===== config.mk =====
export PLATFORM = sky130hd
export DESIGN_NAME = ps2_action_receiver
export DESIGN_NICKNAME = d
export VERILOG_FILES = /design/src/rtl/ps2_pkg.sv /design/src/rtl/action_fifo.sv /design/src/rtl/ps2_action_receiver.sv
export SDC_FILE = /design/constraint.sdc
export NUM_CORES = 1
export LEC_CHECK = 0
export CAP_MARGIN = 20
export CORE_AREA = 2 2 85 87
export CTS_CLUSTER_DIAMETER = 150
export DETAILED_ROUTE_END_ITERATION = 10
export DIE_AREA = 0 0 87 89
export HOLD_SLACK_MARGIN = 0.08
export PLACE_DENSITY = 0.85
export REMOVE_ABC_BUFFERS = 1
export SLEW_MARGIN = 20
export SYNTH_ARGS = -nofsm -noshare
export SYNTH_HDL_FRONTEND = slang
export SYNTH_SLANG_ARGS = --single-unit
export TNS_END_PERCENT = 10

===== constraint.sdc =====
create_clock -name i_clk -period 2.11 [get_ports i_clk]
set_input_delay 0.422 -clock i_clk [delete_from_list [all_inputs] [get_ports i_clk]]
set_output_delay 0.422 -clock i_clk [all_outputs]
set_load 0.02 [all_outputs]

===== src/rtl/ps2_pkg.sv =====
// Shared PS/2 scan-code constants, action codes, deframer states and the key map.
package ps2_pkg;

  localparam logic [7:0] SC_A     = 8'h1C;
  localparam logic [7:0] SC_D     = 8'h23;
  localparam logic [7:0] SC_SPACE = 8'h29;
  localparam logic [7:0] SC_F1    = 8'h05;
  localparam logic [7:0] SC_F3    = 8'h04;
  localparam logic [7:0] SC_BREAK = 8'hF0;
  localparam logic [7:0] SC_EXT   = 8'hE0;

  localparam int unsigned ACT_NONE     = 0;
  localparam int unsigned ACT_P1_LIGHT = 1;
  localparam int unsigned ACT_P1_HEAVY = 2;
  localparam int unsigned ACT_SPACE    = 3;
  localparam int unsigned ACT_P2_LEFT  = 4;
  localparam int unsigned ACT_P2_RIGHT = 5;

  typedef enum logic [1:0] {
    StIdle,
    StData,
    StParity,
    StStop
  } ps2_state_e;

  // Extended codes never map to an action; unknown codes map to ACT_NONE.
  function automatic int unsigned map_scan(input logic [7:0] code, input logic ext);
    int unsigned act;
    act = ACT_NONE;
    if (!ext) begin
      case (code)
        SC_A:     act = ACT_P1_LIGHT;
        SC_D:     act = ACT_P1_HEAVY;
        SC_SPACE: act = ACT_SPACE;
        SC_F1:    act = ACT_P2_LEFT;
        SC_F3:    act = ACT_P2_RIGHT;
        default:  act = ACT_NONE;
      endcase
    end
    return act;
  endfunction

endpackage


===== src/rtl/action_fifo.sv =====
// Small circular FIFO with synchronous reset and a flush that empties it every cycle it is held.
module action_fifo #(
  parameter int unsigned Depth = 4,
  parameter int unsigned Width = 5
) (
  input  logic             clk_i,
  input  logic             rst_i,
  input  logic             flush_i,
  input  logic             push_i,
  input  logic             pop_i,
  input  logic [Width-1:0] data_i,
  output logic [Width-1:0] data_o,
  output logic             valid_o,
  output logic             full_o,
  output logic             drop_o
);

  localparam int unsigned PtrW = $clog2(Depth);
  localparam int unsigned CntW = PtrW + 1;

  logic [Width-1:0] mem_q [Depth];
  logic [PtrW-1:0]  wr_ptr_q, rd_ptr_q;
  logic [CntW-1:0]  count_q;
  logic             empty, pop_eff, push_eff;

  assign empty    = (count_q == '0);
  assign full_o   = (count_q == CntW'(Depth));
  assign valid_o  = ~empty;
  assign pop_eff  = pop_i & ~empty & ~flush_i;
  // A pop frees a slot in the same cycle, so push at full is accepted when popping.
  assign push_eff = push_i & ~flush_i & (~full_o | pop_eff);
  assign drop_o   = push_i & ~flush_i & full_o & ~pop_eff;
  assign data_o   = empty ? '0 : mem_q[rd_ptr_q];

  // Pointer and occupancy bookkeeping.
  always_ff @(posedge clk_i) begin
    if (rst_i || flush_i) begin
      wr_ptr_q <= '0;
      rd_ptr_q <= '0;
      count_q  <= '0;
    end else begin
      if (push_eff) wr_ptr_q <= wr_ptr_q + PtrW'(1);
      if (pop_eff)  rd_ptr_q <= rd_ptr_q + PtrW'(1);
      count_q <= count_q + CntW'(push_eff) - CntW'(pop_eff);
    end
  end

  // Storage; contents are masked by the empty check so no reset is needed.
  always_ff @(posedge clk_i) begin
    if (push_eff) mem_q[wr_ptr_q] <= data_i;
  end

endmodule


===== src/rtl/ps2_action_receiver.sv =====
// System-clocked PS/2 receiver: synchronise, deframe, decode prefixes, map keys, queue actions.
module ps2_action_receiver
  import ps2_pkg::*;
#(
  parameter int unsigned SYNC_STAGES = 2,
  parameter int unsigned TIMEOUT_CYC = 100000,
  parameter int unsigned FIFO_DEPTH  = 4,
  parameter int unsigned ACTION_W    = 4
) (
  input  logic                i_clk,
  input  logic                i_rst,
  input  logic                i_ps2_clk,
  input  logic                i_ps2_data,
  input  logic                i_round_start,
  input  logic                i_action_ready,
  output logic [ACTION_W-1:0] o_action,
  output logic                o_action_release,
  output logic                o_action_valid,
  output logic                o_frame_err,
  output logic                o_overflow,
  output logic [7:0]          o_scan_code
);

  localparam int unsigned TimerW = $clog2(TIMEOUT_CYC);
  localparam logic [TimerW-1:0] TimeoutMax = TimerW'(TIMEOUT_CYC - 1);

  logic [SYNC_STAGES-1:0] ps2_clk_sync_q, ps2_data_sync_q;
  logic                   ps2_fall, ps2_bit;

  ps2_state_e        state_q, state_d;
  logic [2:0]        bit_cnt_q, bit_cnt_d;
  logic [7:0]        shift_q, shift_d;
  logic              parity_q, parity_d;
  logic [TimerW-1:0] timer_q, timer_d;
  logic              err_q, err_d;
  logic              good_q, good_d;
  logic [7:0]        byte_q, byte_d;

  logic [7:0]          scan_code_q, scan_code_d;
  logic                ext_q, ext_d;
  logic                brk_q, brk_d;
  logic                overflow_q, overflow_d;
  logic [ACTION_W-1:0] act;
  logic                push_req;

  logic [ACTION_W:0] fifo_data;
  logic              fifo_full, fifo_drop;

  // Line synchronisers; reloading to 1 on reset keeps a held-low line from looking like an edge.
  always_ff @(posedge i_clk) begin
    if (i_rst) begin
      ps2_clk_sync_q  <= '1;
      ps2_data_sync_q <= '1;
    end else begin
      ps2_clk_sync_q  <= {ps2_clk_sync_q[SYNC_STAGES-2:0], i_ps2_clk};
      ps2_data_sync_q <= {ps2_data_sync_q[SYNC_STAGES-2:0], i_ps2_data};
    end
  end

  assign ps2_fall = ps2_clk_sync_q[SYNC_STAGES-1] & ~ps2_clk_sync_q[SYNC_STAGES-2];
  assign ps2_bit  = ps2_data_sync_q[SYNC_STAGES-1];

  // Deframer and timeout state registers.
  always_ff @(posedge i_clk) begin
    if (i_rst) begin
      state_q   <= StIdle;
      bit_cnt_q <= '0;
      shift_q   <= '0;
      parity_q  <= 1'b0;
      timer_q   <= '0;
      err_q     <= 1'b0;
      good_q    <= 1'b0;
      byte_q    <= '0;
    end else begin
      state_q   <= state_d;
      bit_cnt_q <= bit_cnt_d;
      shift_q   <= shift_d;
      parity_q  <= parity_d;
      timer_q   <= timer_d;
      err_q     <= err_d;
      good_q    <= good_d;
      byte_q    <= byte_d;
    end
  end

  // Deframer next state: one step per PS/2 falling edge, aborted by the idle-line timer.
  always_comb begin
    state_d   = state_q;
    bit_cnt_d = bit_cnt_q;
    shift_d   = shift_q;
    parity_d  = parity_q;
    timer_d   = timer_q;
    err_d     = 1'b0;
    good_d    = 1'b0;
    byte_d    = byte_q;

    if (ps2_fall || state_q == StIdle) begin
      timer_d = '0;
    end else begin
      timer_d = timer_q + TimerW'(1);
    end

    if (ps2_fall) begin
      unique case (state_q)
        StIdle: begin
          if (!ps2_bit) begin
            state_d   = StData;
            bit_cnt_d = '0;
          end else begin
            err_d = 1'b1;
          end
        end
        StData: begin
          shift_d = {ps2_bit, shift_q[7:1]};
          if (bit_cnt_q == 3'd7) begin
            state_d = StParity;
          end else begin
            bit_cnt_d = bit_cnt_q + 3'd1;
          end
        end
        StParity: begin
          parity_d = ps2_bit;
          state_d  = StStop;
        end
        StStop: begin
          if (ps2_bit && (^{shift_q, parity_q})) begin
            good_d = 1'b1;
            byte_d = shift_q;
          end else begin
            err_d = 1'b1;
          end
          state_d = StIdle;
        end
      endcase
    end else if (state_q != StIdle && timer_q == TimeoutMax) begin
      state_d   = StIdle;
      bit_cnt_d = '0;
      timer_d   = '0;
      err_d     = 1'b1;
    end
  end

  // Byte decode registers: prefix flags, debug scan code and sticky overflow.
  always_ff @(posedge i_clk) begin
    if (i_rst) begin
      scan_code_q <= '0;
      ext_q       <= 1'b0;
      brk_q       <= 1'b0;
      overflow_q  <= 1'b0;
    end else begin
      scan_code_q <= scan_code_d;
      ext_q       <= ext_d;
      brk_q       <= brk_d;
      overflow_q  <= overflow_d;
    end
  end

  // Good-byte handling: prefixes only set flags, any other byte is mapped and clears them.
  always_comb begin
    scan_code_d = scan_code_q;
    ext_d       = ext_q;
    brk_d       = brk_q;
    act         = '0;
    if (good_q) begin
      scan_code_d = byte_q;
      if (byte_q == SC_EXT) begin
        ext_d = 1'b1;
      end else if (byte_q == SC_BREAK) begin
        brk_d = 1'b1;
      end else begin
        act   = ACTION_W'(map_scan(byte_q, ext_q));
        ext_d = 1'b0;
        brk_d = 1'b0;
      end
    end
  end

  assign push_req   = good_q & (act != '0) & i_round_start;
  assign overflow_d = overflow_q | fifo_drop;

  action_fifo #(
    .Depth(FIFO_DEPTH),
    .Width(ACTION_W + 1)
  ) u_action_fifo (
    .clk_i  (i_clk),
    .rst_i  (i_rst),
    .flush_i(~i_round_start),
    .push_i (push_req),
    .pop_i  (i_action_ready),
    .data_i ({brk_q, act}),
    .data_o (fifo_data),
    .valid_o(o_action_valid),
    .full_o (fifo_full),
    .drop_o (fifo_drop)
  );

  assign o_action         = fifo_data[ACTION_W-1:0];
  assign o_action_release = fifo_data[ACTION_W];
  assign o_frame_err      = err_q;
  assign o_overflow       = overflow_q;
  assign o_scan_code      = scan_code_q;

  // Full is implied by drop; kept visible for debug probing.
  logic unused_full;
  assign unused_full = fifo_full;

endmodule


==> results by group, run 1 <==
Status
  • Outcome: finished, violations left
  • Failing checks: negative setup slack

Logic synthesis
  • Most common flop cell mapped by yosys: dfxtp_1
  • Seq/Total Area, Yosys: 50.09%
  • Synth area leader: dfxtp_1
  • Post-Syn Area: 3557 um2
  • Synth top area share: 36.58%
  • Synth cell types: 46
  • Async S/R FF share, synth: 0%
  • Syn_area_per_cell: 10.22 um2
  • Post-synth EDFFs: 16
  • Cells after Synth: 348
  • Yosys Warn Count: 0
  • Flops & latches, synth: 81
  • Ranking of synthesized cells by area: dfxtp_1 37%, edfxtp_1 14%, nor2_1 4.9%

Layout
  • Syn-to-layout area delta: 17.90%
  • Multi-input gate area: around 1700 um2
  • Storage element area: ~1800 um2
  • Fillers: 505
  • Ant. Diodes: 0
  • Final-stage net count: 409
  • Layout cells sized above 1: 18.27%

Floorplan
  • Number of I/O pins: 22
  • Core area: between 6000 and 7000 um2
  • Die Wd: 87 um
  • Die Area: 7743 um2
  • # rows: 30
  • Die height: between 80 and 90 um
  • Initial Util: 52.94%

Clock tree
  • Clock Latency Late Sink: between 0.3 and 0.4 ns
  • Clock Tree Root: clkbuf_8
  • H-tree Lvls: 3
  • Clk buf depth: 2
  • Total CTS buffers: 9
  • Clock transition at the registers of the reported paths: 0.09 ns
  • CTS tree: built
  • Clock sinks: 81

Timing
  • Setup ws final: -0.01247 ns
  • Hold Vio Cnt, Final: 0
  • Slew Viols, Final: 0
  • Final Skew: between 0.006 and 0.007 ns
  • Final worst-path cycle share: 100.6%
  • Post-layout min period: 2.122 ns
  • Highest clock rate: 0.4711 GHz
  • Setup_tns: -0.01247 ns
  • Worst-Margin Slew: 0.6011 ns
  • Final setup violation count: 1
  • RSZ-0062 raised after global routing: true
  • Slew headroom: 59.62%

Min path
  • HP Class: flop to flop

Drt
  • Routed wire length: 6821 um
  • Detail-routed via count per cell: 5.500
  • Residual DRC: 0
  • DR vias: 2607
  • ANT nets after route: 0
  • Avg WL per Cell: 14.39 um
  • TritonRoute pass-1 iters: 5
  • 1st-iter DRT viols: 97

Worst setup path
  • Max FO, Critical Path: 5
  • Setup CP Type: flop to flop
  • CP Capture Type: flop
  • Worst Path Arrival: 2.38 ns
  • CP required: 2.37 ns
  • Startpoint Class: flop
  • Worst R2R Setup Slack: -0.01 ns

Global routing
  • Vias in the first global route: 2525
  • Antenna violations before repair: 0
  • Largest net degree at the start of global routing: 34
  • First-pass GRT wire length: roughly 11000 um
  • Total track usage: a little under a fifth
  • Congestion Overflow GR: 0

Power
  • Pleak: approximately 1.6 nW
  • Pwr Density: approximately 640 nW/um2
  • VDD IR max: 0.4467 mV

Placed design
  • Placer Congestion: roughly 0.90
  • HPWL after DPL: between 4000 and 5000 um
  • Port Buf Inserts: 20
  • DP Worst Slack: -0.3930 ns

Flow run
  • Max-cap viol count: 0
-- cell usage in the layout, fill, tap and decap left out, types with 3 or more instances in the layout --
master,synthesis,final
nor2_1,46,46
xnor2_1,14,14
nand4_1,7,7
ha_1,13,12
nor3_1,9,6
xor2_1,10,10
mux2i_1,17,17
nor2b_1,8,7
dfxtp_1,65,59
clkdlybuf4s50_1,0,14
nand2_1,31,31
and3_1,4,4
a21oi_1,17,17
buf_4,1,21
or2_2,7,7
inv_1,13,13
mux4_2,4,4
dfxtp_2,0,5
nand3_1,15,15
a211oi_1,3,3
clkbuf_8,0,9
edfxtp_1,16,16
and2_1,8,8
nor3_2,0,3
-- sequential cells by signal (all words and copies together), names as in the netlist, 2 cells and up, named ones only --
register / cells
u_action_fifo.count_q: 3
ps2_clk_sync_q: 2
u_action_fifo.rd_ptr_q: 2
shift_q: 8
o_scan_code: 8
u_action_fifo.mem_q: 16
byte_q: 8
u_action_fifo.wr_ptr_q: 2
state_q: 2
ps2_data_sync_q: 2
timer_q: 17
bit_cnt_q: 3
-- through the flow --
step	hold slack (ns)	power, mW	util, %	cell area (um2)	cells
2_1_floorplan	0.3895	1.637	-	3511	337
3_3_place_gp	0.3949	1.669	58.85	3954	456
3_5_place_dp	0.4067	1.671	58.85	3954	456
4_1_cts	0.4337	2.703	61.99	4165	472
5_1_grt	0.4404	2.783	62.42	4194	474
6_report	0.4280	2.677	62.42	4194	474
-- layer usage --
metal	global-route usage, %	routed length, um	vias up
li1	-	-	1281
met1	20.82	2868	1230
met2	33.52	3444	75
met3	4.340	326	21
met4	9.375	182	0
met5	0	0	-
-- synth_stat cells, types with 2 or more instances --
| master | number |
|---|---|
| dfxtp_1 | 65 |
| nor2_1 | 46 |
| nand2_1 | 31 |
| a21oi_1 | 17 |
| mux2i_1 | 17 |
| edfxtp_1 | 16 |
| nand3_1 | 15 |
| xnor2_1 | 14 |
| ha_1 | 13 |
| inv_1 | 13 |
| xor2_1 | 10 |
| nor3_1 | 9 |
| and2_1 | 8 |
| clkbuf_1 | 8 |
| nor2b_1 | 8 |
| nand4_1 | 7 |
| or2_2 | 7 |
| and3_1 | 4 |
| mux4_2 | 4 |
| a211oi_1 | 3 |
| and4_1 | 2 |
| and4bb_2 | 2 |
| nand2b_1 | 2 |
| nand3b_1 | 2 |
| nor4bb_1 | 2 |
| o21ai_0 | 2 |
| o31ai_1 | 2 |
-- critical path, cell delays in order (launching register included) --
cell and delay, ns:
dfxtp_2 0.37, nor3_2 0.24, nand4_1 0.19, a2111oi_4 0.42, ha_2 0.24, fa_1 0.39
and2_1 0.16
-- cell type report --
| type | instances | area share [%] |
|---|---|---|
| clock buffers | 9 | 2.953 |
| multi-input cells | 243 | 41.23 |
| flip-flops and latches | 81 | 42.72 |
| well taps | 80 | 2.387 |
| repair buffers | 41 | 8.085 |
| clock inverters | 7 | 1.462 |
| inverters | 13 | 1.163 |
-- cell families after synthesis --
family / count (synthesis) / synth area share, %
adder cells (fa/ha/maj): 14 / 5.136
flip-flops: 81 / 50.09
AO/OA/AOI/OAI: 31 / 5.945
other: 1 / 0.1054
AND/OR/NAND/NOR: 149 / 20.89
multiplexers: 22 / 7.949
buffers and inverters: 24 / 2.673
XOR/XNOR: 26 / 7.211
-- worst paths after layout --
check,from,endpoint,cells after the start
worst max register to register,byte_q[6]$_SDFFE_PP0P_,u_action_fifo.count_q[1]$_SDFF_PP0_,6
worst min-delay path,ps2_data_sync_q[0]$_SDFF_PP1_,ps2_data_sync_q[1]$_SDFF_PP1_,1
worst min register to register,ps2_data_sync_q[0]$_SDFF_PP1_,ps2_data_sync_q[1]$_SDFF_PP1_,1
worst max-delay path,byte_q[6]$_SDFFE_PP0P_,u_action_fifo.count_q[1]$_SDFF_PP0_,6
-- power breakdown --
part,total [mW],switching [mW],internal [mW]
sequential,1.58,0.00360,1.57
combinational,0.0562,0.0337,0.0225
clock,1.04,0.598,0.446
total,2.68,0.636,2.04
-- repair_timing --
item,CTS,global route
hold buffers,0,0
endpoints found under the setup margin,7,6
hold endpoints to repair,0,0
gates resized for setup,18,16
setup buffers,0,2
pin swaps,1,6
(Power assumes the default switching activity.)
==> inputs of run 2 (changes only) <==
--- a/config.mk
+++ b/config.mk
@@ -13,6 +13,7 @@
 export HOLD_SLACK_MARGIN = 0.08
 export PLACE_DENSITY = 0.85
 export REMOVE_ABC_BUFFERS = 1
+export SKIP_CTS_REPAIR_TIMING = 1
 export SLEW_MARGIN = 20
 export SYNTH_ARGS = -nofsm -noshare
 export SYNTH_HDL_FRONTEND = slang
==> constraint.sdc (replaced) <==
create_clock -name i_clk -period 1.8 [get_ports i_clk]
set_input_delay 0.36 -clock i_clk [delete_from_list [all_inputs] [get_ports i_clk]]
set_output_delay 0.36 -clock i_clk [all_outputs]
set_load 0.02 [all_outputs]
==> run 2 against run 1 <==
The run still ends with negative setup slack left. Hold slack got worse by 0.0029 ns. Die area unchanged. Largest cell class is now multi-input gates. Register-to-register slack worse by 0.34 ns. Sequential power grew 17%.
==> results by group, run 2 (synthesis results as in run 1) <==
Floorplan
  • Die Area: 7743 um2 (unchanged)
  • # rows: 30 (unchanged)
  • Initial Util: 52.94% (unchanged)
  • Number of I/O pins: 22 (unchanged)
  • Die height: 89 um (unchanged)
  • Die Wd: 87 um (unchanged)
  • Core area: 6719 um2 (unchanged)

Placed design
  • Area after DPL: 4114 um2 (+4.1%)
  • Port Buf Inserts: 20 (unchanged)
  • HPWL after DPL: 5176 um (+6.2%)
  • Placer Congestion: 0.9041 (+0.47%)

Timing
  • Highest clock rate: 0.4641 GHz (-1.5%)
  • Post-layout min period: 2.155 ns (+0.03234 ns)
  • Final setup violation count: 22 (+21)
  • Worst-Margin Slew: 0.5083 ns (-0.09282 ns)
  • Final Skew: 0.007153 ns (+0.001079 ns)
  • Slew Viols, Final: 0 (unchanged)
  • Final worst-path cycle share: 119.7% (+19 points)
  • Setup_tns: -2.358 ns (-2.345 ns)
  • Slew headroom: 65.85% (+6.2 points)
  • Setup ws final: -0.3548 ns (-0.3423 ns)
  • Hold Vio Cnt, Final: 0 (unchanged)
  • RSZ-0062 raised after global routing: true

Layout
  • Final instance area: 4469 um2 (+6.6%)
  • Storage element area: 1798 um2 (+0.35%)
  • Most flop-heavy register: timer_q
  • Fillers: 508 (+0.59%)
  • Most common cell after layout, fill and taps aside: dfxtp_1
  • Multi-input gate area: 1803 um2 (+4.3%)
  • Fin util: 66.52% (+4.1 points)
  • Max FFs per register: 17 (unchanged)
  • Final-stage net count: 426 (+4.2%)
  • Ant. Diodes: 0 (unchanged)
  • Layout cells sized above 1: 26.28% (+8.0 points)
  • Biggest regs: timer_q: 17 flops, u_action_fifo.mem_q: 16 flops
  • Highest-count cells in the layout ignoring fill and taps: 56 x dfxtp_1, 46 x nor2_1, 35 x buf_4
  • Syn-to-layout area delta: 25.64%

Worst setup path
  • Worst Path Arrival: 2.42 ns (+0.04 ns)
  • Worst r2r src: byte_q[6]$_SDFFE_PP0P_
  • CP cell instances: nor3_4 -> nand4_1 -> a2111oi_4 -> ha_2 -> fa_2 -> and2_4
  • CP startpoint: byte_q[6]$_SDFFE_PP0P_
  • Max FO, Critical Path: 3 (-2)
  • Top delay family on crit path: adder cells
  • Startpoint Class: flop
  • CP required: 2.06 ns (-0.31 ns)
  • Setup CP Type: flop to flop
  • WP buf/inv: 0 (unchanged)
  • Worst path max stage delay: 0.43 ns (about the same)
  • Crit-path slowest cell: a2111oi_4
  • CP Capture Type: flop

Min path
  • HP Class: flop to flop
  • Min-delay src: ps2_data_sync_q[0]$_SDFF_PP1_

Drt
  • DR vias: 2643 (+1.4%)
  • Residual DRC: 0 (unchanged)
  • TritonRoute pass-1 iters: 4 (-1)
  • Avg WL per Cell: 14.74 um (+2.5%)
  • Routed wire length: 7239 um (+6.1%)
  • 1st-iter DRT viols: 96 (-1.0%)
  • Detail-routed via count per cell: 5.383 (-2.1%)
  • ANT nets after route: 0 (unchanged)

Global routing
  • Largest net degree at the start of global routing: 40 (+18%)
  • Congestion Overflow GR: 0 (unchanged)
  • Total track usage: 19.47% (+0.78 points)
  • Vias in the first global route: 2610 (+3.4%)
  • First-pass GRT wire length: 11460 um (+3.3%)
  • Antenna violations before repair: 0 (unchanged)

Status
  • Outcome: finished, violations left
  • Failing checks: negative setup slack

Power
  • Pleak: 1.709 nW (+9.6%)
  • Pwr Density: 740.7 nW/um2 (+16%)
  • VDD IR max: 0.5842 mV (+31%)

Clock tree
  • Clock Latency Late Sink: 0.37 ns (about the same)
  • Clock transition at the registers of the reported paths: 0.09 ns (about the same)
  • H-tree Lvls: 3 (unchanged)
  • Clock Tree Root: clkbuf_8
  • Total CTS buffers: 9 (unchanged)
  • Clk buf depth: 2 (unchanged)
  • CTS tree: built
  • Clock sinks: 81 (unchanged)

Flow run
  • Max-cap viol count: 0 (unchanged)
==> run 2: cell types whose count changed in the layout (fill, tap and decap cells not counted), moves of 3 or more <==
cell | previous run | this run
buf_4 | 21 | 35
and2_1 | 8 | 3
dfxtp_1 | 59 | 56
and2_4 | 0 | 5
buf_6 | 0 | 3
==> run 2: layer usage <==
layer	vias up	track usage [%]	share of wire, %
met1	1256	22.03	43
met4	0	11.22	2.3
met2	55	34.42	52
met5	-	0	0
met3	16	3.693	2.9
li1	1316	-	-
==> run 2: path summary, 6_finish.rpt <==
path	cells past startpoint	to	slack (ns)
setup / recovery	6	u_action_fifo.count_q[1]$_SDFF_PP0_	-0.35
setup reg to reg	6	u_action_fifo.count_q[1]$_SDFF_PP0_	-0.35
hold / removal	1	ps2_data_sync_q[1]$_SDFF_PP1_	0.43
hold reg to reg	1	ps2_data_sync_q[1]$_SDFF_PP1_	0.43
==> run 2: power by group <==
| part | leakage (nW) | switching, mW | internal, mW |
|---|---|---|---|
| registers | 0.706 | 0.00401 | 1.84 |
| logic | 0.900 | 0.0421 | 0.0319 |
| clock network | 0.103 | 0.720 | 0.669 |
==> run 2: worst register-to-register path, stage by stage (launching register included) <==
cell and delay, ns:
dfxtp_4 0.37, nor3_4 0.21, nand4_1 0.19, a2111oi_4 0.43, ha_2 0.27, fa_2 0.44
and2_4 0.14
==> run 2: cell type report <==
type,instances,area share [%]
clock buffer,9,2.772
multi-input combinational,243,40.34
sequential,81,40.23
inverter,13,1.092
tap,80,2.240
clock inverter,7,1.876
timing repair buffer,58,11.45
==> run 2: per-stage QoR <==
stage          setup slack [ns]  hold WS, ns  std cells  power (mW)
6_report                -0.3548       0.4250        491       3.310
3_5_place_dp            -0.6743       0.4085        474       1.965
4_1_cts                 -0.6439       0.4312        490       3.340
2_1_floorplan           -0.4663       0.3895        337       1.919
5_1_grt                 -0.3837       0.4393        491       3.419
3_3_place_gp            -0.5680       0.3950        474       1.962
